File: src/rtl/main_control_fsm.sv
// Multi-cycle MIPS-style main control unit.
// A Moore FSM steps each instruction through fetch, decode and a short
// opcode-dependent tail. Datapath controls decode from the state register
// and the opcode latched at the end of DECODE. Only the FETCH PC/IR write
// strobes look at mem_ready directly. Reset forces every output low
// combinationally, so an in-flight memory write stops at once.
module main_control_fsm #(
    parameter bit USE_MEM_READY = 1'b1
) (
    input  logic        clk,
    input  logic        reset,
    input  logic [5:0]  opcode,
    input  logic        mem_ready,
    output logic        PCWrite,
    output logic        PCWriteCond,
    output logic        IorD,
    output logic        MemRead,
    output logic        MemWrite,
    output logic        IRWrite,
    output logic        MemToReg,
    output logic        RegDst,
    output logic        RegWrite,
    output logic        ALUSrcA,
    output logic [1:0]  ALUSrcB,
    output logic [2:0]  ALUOp,
    output logic [1:0]  PCSource,
    output logic [1:0]  BranchType,
    output logic        illegal_op,
    output logic [3:0]  state_dbg,
    output logic [31:0] instr_count
);

    typedef enum logic [3:0] {
        ST_FETCH  = 4'd0,
        ST_DECODE = 4'd1,
        ST_MEMADR = 4'd2,
        ST_MEMRD  = 4'd3,
        ST_MEMWB  = 4'd4,
        ST_MEMWR  = 4'd5,
        ST_EXEC   = 4'd6,
        ST_ALUWB  = 4'd7,
        ST_BRANCH = 4'd8,
        ST_IMMEX  = 4'd9,
        ST_IMMWB  = 4'd10,
        ST_JUMP   = 4'd11
    } state_e;

    localparam logic [5:0] OP_RTYPE = 6'b000000;
    localparam logic [5:0] OP_J     = 6'b000010;
    localparam logic [5:0] OP_BEQ   = 6'b000100;
    localparam logic [5:0] OP_BNE   = 6'b000101;
    localparam logic [5:0] OP_BGTZ  = 6'b000111;
    localparam logic [5:0] OP_ADDI  = 6'b001000;
    localparam logic [5:0] OP_SLTI  = 6'b001010;
    localparam logic [5:0] OP_ANDI  = 6'b001100;
    localparam logic [5:0] OP_ORI   = 6'b001101;
    localparam logic [5:0] OP_LW    = 6'b100011;
    localparam logic [5:0] OP_SW    = 6'b101011;

    localparam logic [1:0] SRCB_REG   = 2'b00;
    localparam logic [1:0] SRCB_FOUR  = 2'b01;
    localparam logic [1:0] SRCB_IMM   = 2'b10;
    localparam logic [1:0] SRCB_IMMSH = 2'b11;

    localparam logic [2:0] ALU_ADD  = 3'b000;
    localparam logic [2:0] ALU_SUB  = 3'b001;
    localparam logic [2:0] ALU_RTYP = 3'b010;
    localparam logic [2:0] ALU_AND  = 3'b100;
    localparam logic [2:0] ALU_OR   = 3'b101;
    localparam logic [2:0] ALU_BGTZ = 3'b110;
    localparam logic [2:0] ALU_SLT  = 3'b111;

    localparam logic [1:0] PCS_ALUOUT = 2'b01;
    localparam logic [1:0] PCS_JUMP   = 2'b10;

    localparam logic [1:0] BR_BEQ  = 2'b00;
    localparam logic [1:0] BR_BNE  = 2'b01;
    localparam logic [1:0] BR_BGTZ = 2'b10;

    state_e      state_q, state_d;
    logic [5:0]  op_q, op_d;
    logic [31:0] count_q, count_d;
    logic        mem_rdy;
    logic        retire;

    // With the handshake disabled every memory access completes in one cycle.
    assign mem_rdy = USE_MEM_READY ? mem_ready : 1'b1;

    // Opcodes the decoder dispatches; everything else bounces back to FETCH.
    function automatic logic is_legal(input logic [5:0] op);
        case (op)
            OP_LW, OP_SW, OP_RTYPE, OP_BEQ, OP_BNE, OP_BGTZ,
            OP_ADDI, OP_ANDI, OP_ORI, OP_SLTI, OP_J: return 1'b1;
            default:                                 return 1'b0;
        endcase
    endfunction

    // Next state, opcode latch on DECODE exit, and retire-count increment.
    always_comb begin
        // NOTE: every variable gets a default first so no path infers a latch.
        state_d = state_q;
        op_d    = op_q;
        retire  = 1'b0;
        case (state_q)
            ST_FETCH: begin
                if (mem_rdy) state_d = ST_DECODE;
            end
            ST_DECODE: begin
                op_d = opcode;
                case (opcode)
                    OP_LW, OP_SW:                      state_d = ST_MEMADR;
                    OP_RTYPE:                          state_d = ST_EXEC;
                    OP_BEQ, OP_BNE, OP_BGTZ:           state_d = ST_BRANCH;
                    OP_ADDI, OP_ANDI, OP_ORI, OP_SLTI: state_d = ST_IMMEX;
                    OP_J:                              state_d = ST_JUMP;
                    default:                           state_d = ST_FETCH;
                endcase
            end
            ST_MEMADR: begin
                state_d = (op_q == OP_LW) ? ST_MEMRD : ST_MEMWR;
            end
            ST_MEMRD: begin
                if (mem_rdy) state_d = ST_MEMWB;
            end
            ST_MEMWR: begin
                if (mem_rdy) begin
                    state_d = ST_FETCH;
                    retire  = 1'b1;
                end
            end
            ST_EXEC: begin
                state_d = ST_ALUWB;
            end
            ST_IMMEX: begin
                state_d = ST_IMMWB;
            end
            ST_MEMWB, ST_ALUWB, ST_BRANCH, ST_IMMWB, ST_JUMP: begin
                state_d = ST_FETCH;
                retire  = 1'b1;
            end
            default: begin
                state_d = ST_FETCH;
            end
        endcase
        // Plain 32-bit add wraps from all-ones to zero.
        count_d = retire ? (count_q + 32'd1) : count_q;
    end

    // State register, latched opcode and retired-instruction counter.
    always_ff @(posedge clk or posedge reset) begin
        if (reset) begin
            state_q <= ST_FETCH;
            op_q    <= '0;
            count_q <= '0;
        end else begin
            // NOTE: non-blocking updates so every flop samples pre-edge values.
            state_q <= state_d;
            op_q    <= op_d;
            count_q <= count_d;
        end
    end

    // Moore output decode; reset holds every output low without waiting for a clock.
    always_comb begin
        PCWrite     = 1'b0;
        PCWriteCond = 1'b0;
        IorD        = 1'b0;
        MemRead     = 1'b0;
        MemWrite    = 1'b0;
        IRWrite     = 1'b0;
        MemToReg    = 1'b0;
        RegDst      = 1'b0;
        RegWrite    = 1'b0;
        ALUSrcA     = 1'b0;
        ALUSrcB     = SRCB_REG;
        ALUOp       = ALU_ADD;
        PCSource    = 2'b00;
        BranchType  = BR_BEQ;
        illegal_op  = 1'b0;
        state_dbg   = 4'd0;
        instr_count = 32'd0;
        if (!reset) begin
            state_dbg   = state_q;
            instr_count = count_q;
            case (state_q)
                ST_FETCH: begin
                    MemRead = 1'b1;
                    ALUSrcB = SRCB_FOUR;
                    PCWrite = mem_rdy;
                    IRWrite = mem_rdy;
                end
                ST_DECODE: begin
                    ALUSrcB    = SRCB_IMMSH;
                    illegal_op = !is_legal(opcode);
                end
                ST_MEMADR: begin
                    ALUSrcA = 1'b1;
                    ALUSrcB = SRCB_IMM;
                end
                ST_MEMRD: begin
                    IorD    = 1'b1;
                    MemRead = 1'b1;
                end
                ST_MEMWB: begin
                    MemToReg = 1'b1;
                    RegWrite = 1'b1;
                end
                ST_MEMWR: begin
                    IorD     = 1'b1;
                    MemWrite = 1'b1;
                end
                ST_EXEC: begin
                    ALUSrcA = 1'b1;
                    ALUOp   = ALU_RTYP;
                end
                ST_ALUWB: begin
                    RegDst   = 1'b1;
                    RegWrite = 1'b1;
                end
                ST_BRANCH: begin
                    ALUSrcA     = 1'b1;
                    PCWriteCond = 1'b1;
                    PCSource    = PCS_ALUOUT;
                    if (op_q == OP_BGTZ) begin
                        ALUOp      = ALU_BGTZ;
                        BranchType = BR_BGTZ;
                    end else begin
                        ALUOp      = ALU_SUB;
                        BranchType = (op_q == OP_BNE) ? BR_BNE : BR_BEQ;
                    end
                end
                ST_IMMEX: begin
                    ALUSrcA = 1'b1;
                    ALUSrcB = SRCB_IMM;
                    case (op_q)
                        OP_ANDI: ALUOp = ALU_AND;
                        OP_ORI:  ALUOp = ALU_OR;
                        OP_SLTI: ALUOp = ALU_SLT;
                        default: ALUOp = ALU_ADD;
                    endcase
                end
                ST_IMMWB: begin
                    RegWrite = 1'b1;
                end
                ST_JUMP: begin
                    PCWrite  = 1'b1;
                    PCSource = PCS_JUMP;
                end
                default: begin
                    PCWrite = 1'b0;
                end
            endcase
        end
    end

endmodule
File: config.mk
export PLATFORM = sky130hd
export DESIGN_NAME = main_control_fsm
export DESIGN_NICKNAME = d
export VERILOG_FILES = /design/src/rtl/main_control_fsm.sv
export SDC_FILE = /design/constraint.sdc
export NUM_CORES = 1
export LEC_CHECK = 0
export ABC_AREA = 1
export BUFFER_PORTS_ARGS = -buffer_cell sky130_fd_sc_hd__buf_2
export CORE_UTILIZATION = 60
export CTS_CLUSTER_SIZE = 25
export DETAILED_ROUTE_END_ITERATION = 10
export PLACE_DENSITY = 0.91
export SETUP_SLACK_MARGIN = 0.15
export SYNTH_ARGS = -nofsm -noshare
export SYNTH_HDL_FRONTEND = slang
export SYNTH_SLANG_ARGS = --single-unit
File: constraint.sdc
create_clock -name clk -period 2.4 [get_ports clk]
set_input_delay 0.24 -clock clk [delete_from_list [all_inputs] [get_ports clk]]
set_output_delay 0.24 -clock clk [all_outputs]
set_load 0.03 [all_outputs]
==> results.py, run 1 <==
metrics = {
    "clock_network": {
        "clk-insertion-delay-late_ps": 300,
        "max-clock-path-buffers": 2,
        "htree_levels": 2,
        "tritoncts": "yes",
        "cts_hold_buf": 0,
        "clk_pin_slew_ps": 80,
        "cts-root-buf": "clkbuf_8",
        "numCtsBuffers": 5,
        "cts.sinks": 42,
    },
    "synthesis": {
        "synth_top_area_share": 0.322,
        "syn_nets": 571,
        "yosys_warnings": 0,
        "synth_top_family_by_area": "simple AND/OR/NAND/NOR gates",
        "yosysUniqueCellTypes": 23,
        "avgSynthCellArea_um2": 5.82,
        "seq_area_frac_synth": 0.322,
        "synthTopCellsByArea": "dfrtp_1 (32%), nand2_1 (24%), nor2_1 (13%)",
        "synth_largest_area_cell": "dfrtp_1",
        "ys_ff_latch": 42,
        "synth_compound_area_frac": 0.0307,
        "synthSimpleGateAreaFrac": 0.500,
        "synth_mux_area_frac": 0.00345,
        "synthAdderAreaFrac": 0.00383,
        "netlist_area_um2": 3260,
        "synth_xor_xnor_area_share": 0.0403,
        "syn_inst": 561,
    },
    "floorplanning": {
        "initial_core_util": 0.631,
        "design.portCount": 65,
        "rows": 26,
        "core_um2": 5170,
        "die_w_um": 75.7,
        "fp.dieH_um": 75.7,
        "dieArea_um2": 5740,
    },
    "route": {
        "remaining_drc_errors": 0,
        "vias": 3739,
        "drt_wl_total_um": 9430,
        "ant_nets": 0,
        "vias_per_cell": 5.40,
        "first_pass_iters": 5,
        "avgRoutedWirePerCell_um": 13.6,
        "drt_iter0_drc": 336,
    },
    "finish": {
        "nNetsFinal": 632,
        "area_growth_pct": 14.3,
        "antennaDiodeCount": 0,
        "drive_above_1_share": 0.136,
        "n_fill_cell": 468,
        "seqCellArea_um2": 1050,
        "multi_input_area_um2": 1890,
        "final_cell_area_um2": 3730,
    },
    "power": {
        "peakVddDrop_v": 0.000672,
        "combPwrFrac": 0.450,
        "seqPwrFrac": 0.363,
        "swShare": 0.479,
        "power.total_uw": 2610,
        "clkPwrFrac": 0.188,
        "leakage_uw": 0.00203,
        "p_sw_uw": 1250,
        "power_density_nw_per_um2": 699,
        "intPower_uw": 1360,
    },
    "worst_setup_path": {
        "r2r_cells": 10,
        "cp.arrival_ps": 1780,
        "critPathCaptureType": "primary output",
        "r2r_slack_ps": 490,
        "worstReg2RegStart": "count_q[0]$_DFFE_PP0P_",
        "crit_type": "register to primary output",
        "rr_endpoint": "count_q[26]$_DFFE_PP0P_",
        "startpoint_type": "register",
        "worstPathRequired_ps": 2160,
        "crit_fanout": 6,
    },
    "sta": {
        "layout_setup_ws_ps": 380,
        "fin_hold_ws_ps": 37.8,
        "rsz0062_at_grt": "false",
        "finalMaxSlewViolations": 0,
        "finalSetupViolations": 0,
        "worst_pin_slew_ps": 626,
        "post-route-period-util": 0.842,
        "worst_slew_margin_rel": 0.582,
        "clock.fmax_mhz": 495,
        "min_period_ps": 2020,
        "finClkSkew_ps": 10.6,
        "hold_viol": 0,
        "tns_ps": 0,
    },
    "global_routing": {
        "grt-ovfl-total": 0,
        "grt_use_total": 0.357,
        "grt_pass1_wl_um": 15200,
        "grt_max_degree": 33,
        "antenna_found_initial": 0,
        "grt_pass1_vias": 3336,
    },
    "place": {
        "pre_cts_ws_ps": 561,
        "place_area_um2": 3640,
        "numPortBuffers": 64,
        "dpl.hpwl_um": 7080,
        "place_congestion": 0.956,
    },
    "run": {
        "cap_violations": 0,
    },
    "min_path": {
        "hold_path.class": "primary input to asynchronous set/reset pin",
    },
    "outcome": {
        "status": "complete, no violations",
    },
}
==> critical path, cell delays in order, from the launching register on <==
cell,delay (ps)
dfrtp_1,450
nor2_1,240
nand2_1,170
nor2_1,190
inv_1,80
nor3_1,130
buf_2,220
==> routing by layer <==
layer | part of all wire | GRT usage | up-vias
met5 | 0 | 0 | -
met4 | 0.052 | 0.228 | 0
met3 | 0.060 | 0.0701 | 51
li1 | - | - | 1836
met1 | 0.40 | 0.419 | 1665
met2 | 0.48 | 0.596 | 187
==> worst max-delay path by stage <==
stage / startpoint / endpoint / slack [ps] / cells after the start
6_report: state_q[1]$_DFFE_PP0P_ / BranchType[0] / 380 / 6
2_1_floorplan: state_q[0]$_DFFE_PP0P_ / BranchType[0] / 160 / 5
3_5_place_dp: count_q[0]$_DFFE_PP0P_ / count_q[26]$_DFFE_PP0P_ / 560 / 10
5_1_grt: state_q[3]$_DFFE_PP0P_ / illegal_op / 260 / 6
4_1_cts: state_q[3]$_DFFE_PP0P_ / illegal_op / 360 / 6
3_3_place_gp: count_q[1]$_DFFE_PP0P_ / count_q[26]$_DFFE_PP0P_ / 560 / 10
==> power by group through the flow <==
stage / combinational, uW / clock (uW) / sequential [uW]
floorplan: 889 / 0 / 923
global placement: 1120 / 0 / 949
detailed placement: 1150 / 0 / 952
CTS: 1150 / 493 / 941
global route: 1290 / 521 / 964
finish: 1170 / 489 / 947
==> timing repair <==
action,CTS,global route
resized for setup,0,1
endpoints found under the setup margin,0,1
endpoints found under the hold margin,0,0
setup buffers,0,0
==> cell families after synthesis <==
logic type / count (synthesis)
xor gates and xnor gates: 15
DFF: 42
buffers and inverters: 82
and+or+nand+nor: 401
adders and majority gates: 1
muxes: 1
AOI/OAI and AO/OA: 19
==> layout by cell type, fill, tap and decap left out, drive strengths merged <==
cell and instances:
a21oi 8, and3 1, buf 70, clkbuf 7
clkinv 2, dfrtp 42, ha 1, inv 65
mux2 1, nand2 211, nand3 57, nand3b 1
nand4 6, nor2 120, nor3 5, o211ai 2
o21ai 9, xor2 15
==> registers in the layout, summed over array words and instances (netlist names) <==
signal / flops
op_q: 6
state_q: 4
count_q: 32
==> synth_stat cells <==
master and instances:
nand2_1 210, nor2_1 117, inv_1 65, nand3_1 57
dfrtp_1 42, xor2_1 15, clkbuf_1 9, o21ai_0 9
a21oi_1 8, nand4_1 6, buf_4 4, nor3_1 4
buf_2 3, nor2_2 2, o211ai_1 2, and3_1 1
ha_1 1, inv_2 1, mux2_2 1, nand2_2 1
nand3b_1 1, nor2_4 1, nor3_4 1
==> final cells by class <==
class | count | share of cell area
clock inverters | 1 | 0.00134
well taps | 70 | 0.0235
flip-flops and latches | 42 | 0.282
clock buffers | 7 | 0.0231
multi-input cells | 437 | 0.506
inverters | 66 | 0.0664
repair buffers | 70 | 0.0979
==> stage by stage <==
| stage | cells | util |
|---|---|---|
| floorplan | 561 | - |
| global placement | 685 | 0.703 |
| detailed placement | 685 | 0.703 |
| CTS | 693 | 0.721 |
| global route | 693 | 0.721 |
| finish | 693 | 0.721 |
Note: power is estimated with default switching activity, not from simulation.
==> run 2: changes to the inputs <==
--- a/config.mk
+++ b/config.mk
@@ -5,12 +5,12 @@
 export SDC_FILE = /design/constraint.sdc
 export NUM_CORES = 1
 export LEC_CHECK = 0
-export ABC_AREA = 1
+export ABC_AREA = 0
 export BUFFER_PORTS_ARGS = -buffer_cell sky130_fd_sc_hd__buf_2
-export CORE_UTILIZATION = 60
+export CORE_UTILIZATION = 48
 export CTS_CLUSTER_SIZE = 25
 export DETAILED_ROUTE_END_ITERATION = 10
-export PLACE_DENSITY = 0.91
+export PLACE_DENSITY = 0.81
 export SETUP_SLACK_MARGIN = 0.15
 export SYNTH_ARGS = -nofsm -noshare
 export SYNTH_HDL_FRONTEND = slang
==> constraint.sdc (replaced) <==
create_clock -name clk -period 1.85 [get_ports clk]
set_input_delay 0.185 -clock clk [delete_from_list [all_inputs] [get_ports clk]]
set_output_delay 0.185 -clock clk [all_outputs]
set_load 0.03 [all_outputs]
==> run 2 against run 1 <==
Net effect:
- the flow now finishes with violations (negative setup slack)
- clock power increased by 35%
- clock-buffer cell count down 2
- combinational power up 130%
- final area rose by 23%
- sequential power is 45% higher
- area after synthesis decreased by 19%
- critical endpoint is now illegal_op
- largest cell class unchanged
==> results.py, run 2 <==
metrics = {
    "place": {
        "place_area_um2": 3250,
        "numPortBuffers": 64,
        "place_congestion": 0.851,
        "dp.cells": 437,
        "dpl.hpwl_um": 4570,
    },
    "route": {
        "remaining_drc_errors": 0,
        "drt_iter0_drc": 270,
        "drt_wl_total_um": 11100,
        "ant_nets": 0,
        "vias_per_cell": 6.13,
        "vias": 3077,
        "first_pass_iters": 4,
        "avgRoutedWirePerCell_um": 22.2,
    },
    "synthesis": {
        "synth_edf_count": 0,
        "synthTopCellsByArea": "dfrtp_1 (40%), nor2b_1 (10%), xor2_1 (6.0%)",
        "avgSynthCellArea_um2": 8.96,
        "async_flop_share": 1.00,
        "seq_area_frac_synth": 0.399,
        "synth_top_area_share": 0.399,
        "syn_inst": 294,
        "yosysUniqueCellTypes": 42,
        "yosys_warnings": 0,
        "netlist_area_um2": 2630,
        "ys_ff_latch": 42,
        "synth_ff_type": "dfrtp_1",
        "synth_commonest_cells": "dfrtp_1 (42), nor2b_1 (42), nand2_1 (23), nor2_1 (23), xor2_1 (18)",
        "synth_largest_area_cell": "dfrtp_1",
        "syn_nets": 304,
    },
    "finish": {
        "mostFrequentLayoutCell": "buf_4",
        "largest_register_ffs": 32,
        "final_cell_area_um2": 4580,
        "finalNonFillerCells": 502,
        "final_core_util": 0.880,
        "reg_top3": "count_q (32), op_q (6), state_q (4)",
        "layout_common_cells": "buf_4 (56), buf_2 (48), nor2b_1 (36)",
        "nNetsFinal": 441,
        "area_growth_pct": 74.0,
        "regMostFlops": "count_q",
        "drive_above_1_share": 0.595,
        "antennaDiodeCount": 0,
    },
    "run": {
        "cap_violations": 0,
    },
    "worst_setup_path": {
        "cpMaxStageDelayCell": "dfrtp_1",
        "startpoint_type": "register",
        "crit_chain": "buf_4 > nor4_4 > nand2_2 > a211oi_4 > buf_6",
        "worstPathRequired_ps": 1660,
        "crit_path_max_incr_delay_ps": 440,
        "cp.arrival_ps": 1810,
        "crit_fanout": 4,
        "crit_type": "register to primary output",
        "critPathCaptureType": "primary output",
    },
    "power": {
        "power.total_uw": 4690,
        "combPwrFrac": 0.568,
        "power_density_nw_per_um2": 1020,
        "seqPwrFrac": 0.292,
        "swShare": 0.434,
        "leakage_uw": 0.00229,
        "intPower_uw": 2650,
        "clkPwrFrac": 0.140,
        "peakVddDrop_v": 0.000992,
        "p_sw_uw": 2040,
    },
    "sta": {
        "worst_slew_margin_rel": 0.637,
        "post-route-period-util": 1.08,
        "finClkSkew_ps": 10.9,
        "worst_pin_slew_ps": 544,
        "tns_ps": -1900,
        "finalSetupViolations": 31,
        "clock.fmax_mhz": 501,
        "hold_viol": 0,
        "min_period_ps": 2000,
        "finalMaxSlewViolations": 0,
        "layout_setup_ws_ps": -146,
        "rsz0062_at_grt": "true",
    },
    "global_routing": {
        "grt_pass1_wl_um": 13500,
        "grt_pass1_vias": 2717,
        "antenna_found_initial": 0,
        "grt_max_degree": 43,
        "grt-ovfl-total": 0,
        "grt_use_total": 0.295,
    },
    "clock_network": {
        "tritoncts": "yes",
        "numCtsBuffers": 5,
        "clk-insertion-delay-late_ps": 320,
        "max-clock-path-buffers": 2,
        "cts.sinks": 42,
        "htree_levels": 2,
        "clk_pin_slew_ps": 90,
        "cts-root-buf": "clkbuf_8",
        "cts_hold_buf": 0,
    },
    "floorplanning": {
        "fp.dieH_um": 76.1,
        "rows": 26,
        "dieArea_um2": 5790,
        "initial_core_util": 0.506,
        "die_w_um": 76.1,
        "core_um2": 5200,
        "design.portCount": 65,
    },
    "outcome": {
        "status": "complete, but fails checks",
        "violations": "negative setup slack",
    },
    "min_path": {
        "hold_path.class": "primary input to register",
    },
}
run 2: changes by cell type in the layout (fill, tap and decap cells not counted), sizes merged, moves of 9 or more:
| cell | change |
|---|---|
| nor4 | +12 |
| nand3 | -40 |
| nor3 | +10 |
| nand2 | -188 |
| buf | +74 |
| xnor2 | +14 |
| nor2b | +42 |
| nor2 | -97 |
| nand2b | +9 |
| inv | -61 |
run 2: cell type report:
type,count,area (um^2)
Clock buffer,5,68.8
Inverter,4,18.8
Timing Repair Buffer,144,1150
Sequential cell,42,1060
Tap cell,70,87.6
Fill cell,200,623
Multi-Input combinational cell,234,2170
Clock inverter,3,25.0
run 2: worst paths after layout:
| kind | startpoint | end | slack [ps] | cells after the start |
|---|---|---|---|---|
| min in group asynchronous | reset | count_q[2]$_DFFE_PP0P_ | 390 | 4 |
| hold reg to reg | count_q[31]$_DFFE_PP0P_ | count_q[31]$_DFFE_PP0P_ | 490 | 1 |
| setup reg to reg | state_q[0]$_DFFE_PP0P_ | count_q[19]$_DFFE_PP0P_ | -120 | 7 |
| setup / recovery | state_q[3]$_DFFE_PP0P_ | illegal_op | -150 | 5 |
| hold / removal | opcode[3] | op_q[3]$_DFFE_PP0P_ | 160 | 2 |
| max in group asynchronous | reset | op_q[3]$_DFFE_PP0P_ | 1050 | 4 |
run 2: kinds of logic after synthesis:
logic type,after synthesis,share of synthesized area
AND/OR/NAND/NOR,169,0.362
AO/OA/AOI/OAI,23,0.0556
XOR/XNOR,32,0.106
multiplexers,8,0.0337
flip-flops,42,0.399
adder cells (fa/ha/maj),1,0.00475
buffers and inverters,19,0.0380
run 2: through the flow:
step	hold slack [ps]	worst slack [ps]
2_1_floorplan	337	-45.6
3_3_place_gp	471	137
3_5_place_dp	475	66.0
4_1_cts	167	5.26
5_1_grt	166	-158
6_report	162	-146
run 2: power by group through the flow:
stage	Clock (uW)	Sequential (uW)	Combinational, uW
2_1_floorplan	0	1250	967
3_3_place_gp	0	1270	1270
3_5_place_dp	0	1290	1300
4_1_cts	624	1320	1810
5_1_grt	682	1370	2750
6_report	658	1370	2660
run 2: routing by layer:
layer  vias to the layer above  part of all wire  track usage  routed length (um)
met3                        60             0.086       0.0491                 952
met1                      1498              0.38        0.369                4260
li1                       1294                 -            -                   -
met4                         0             0.045        0.125                 499
met5                         -                 0            0                   0
met2                       225              0.49        0.504                5420
run 2: timing repair:
action,in CTS,in global routing
buffers inserted,22,33
cloned,1,1
setup endpoints to repair,30,53
gates resized for setup,80,96
pin swaps,25,44
run 2: worst max-delay path, delay by kind of cell (launching register included):
| kind | cells | cell delay, ps |
|---|---|---|
| AO/OA/AOI/OAI | 1 | 200 |
| buffers and inverters | 2 | 340 |
| flip-flops | 1 | 440 |
| AND/OR/NAND/NOR | 2 | 510 |
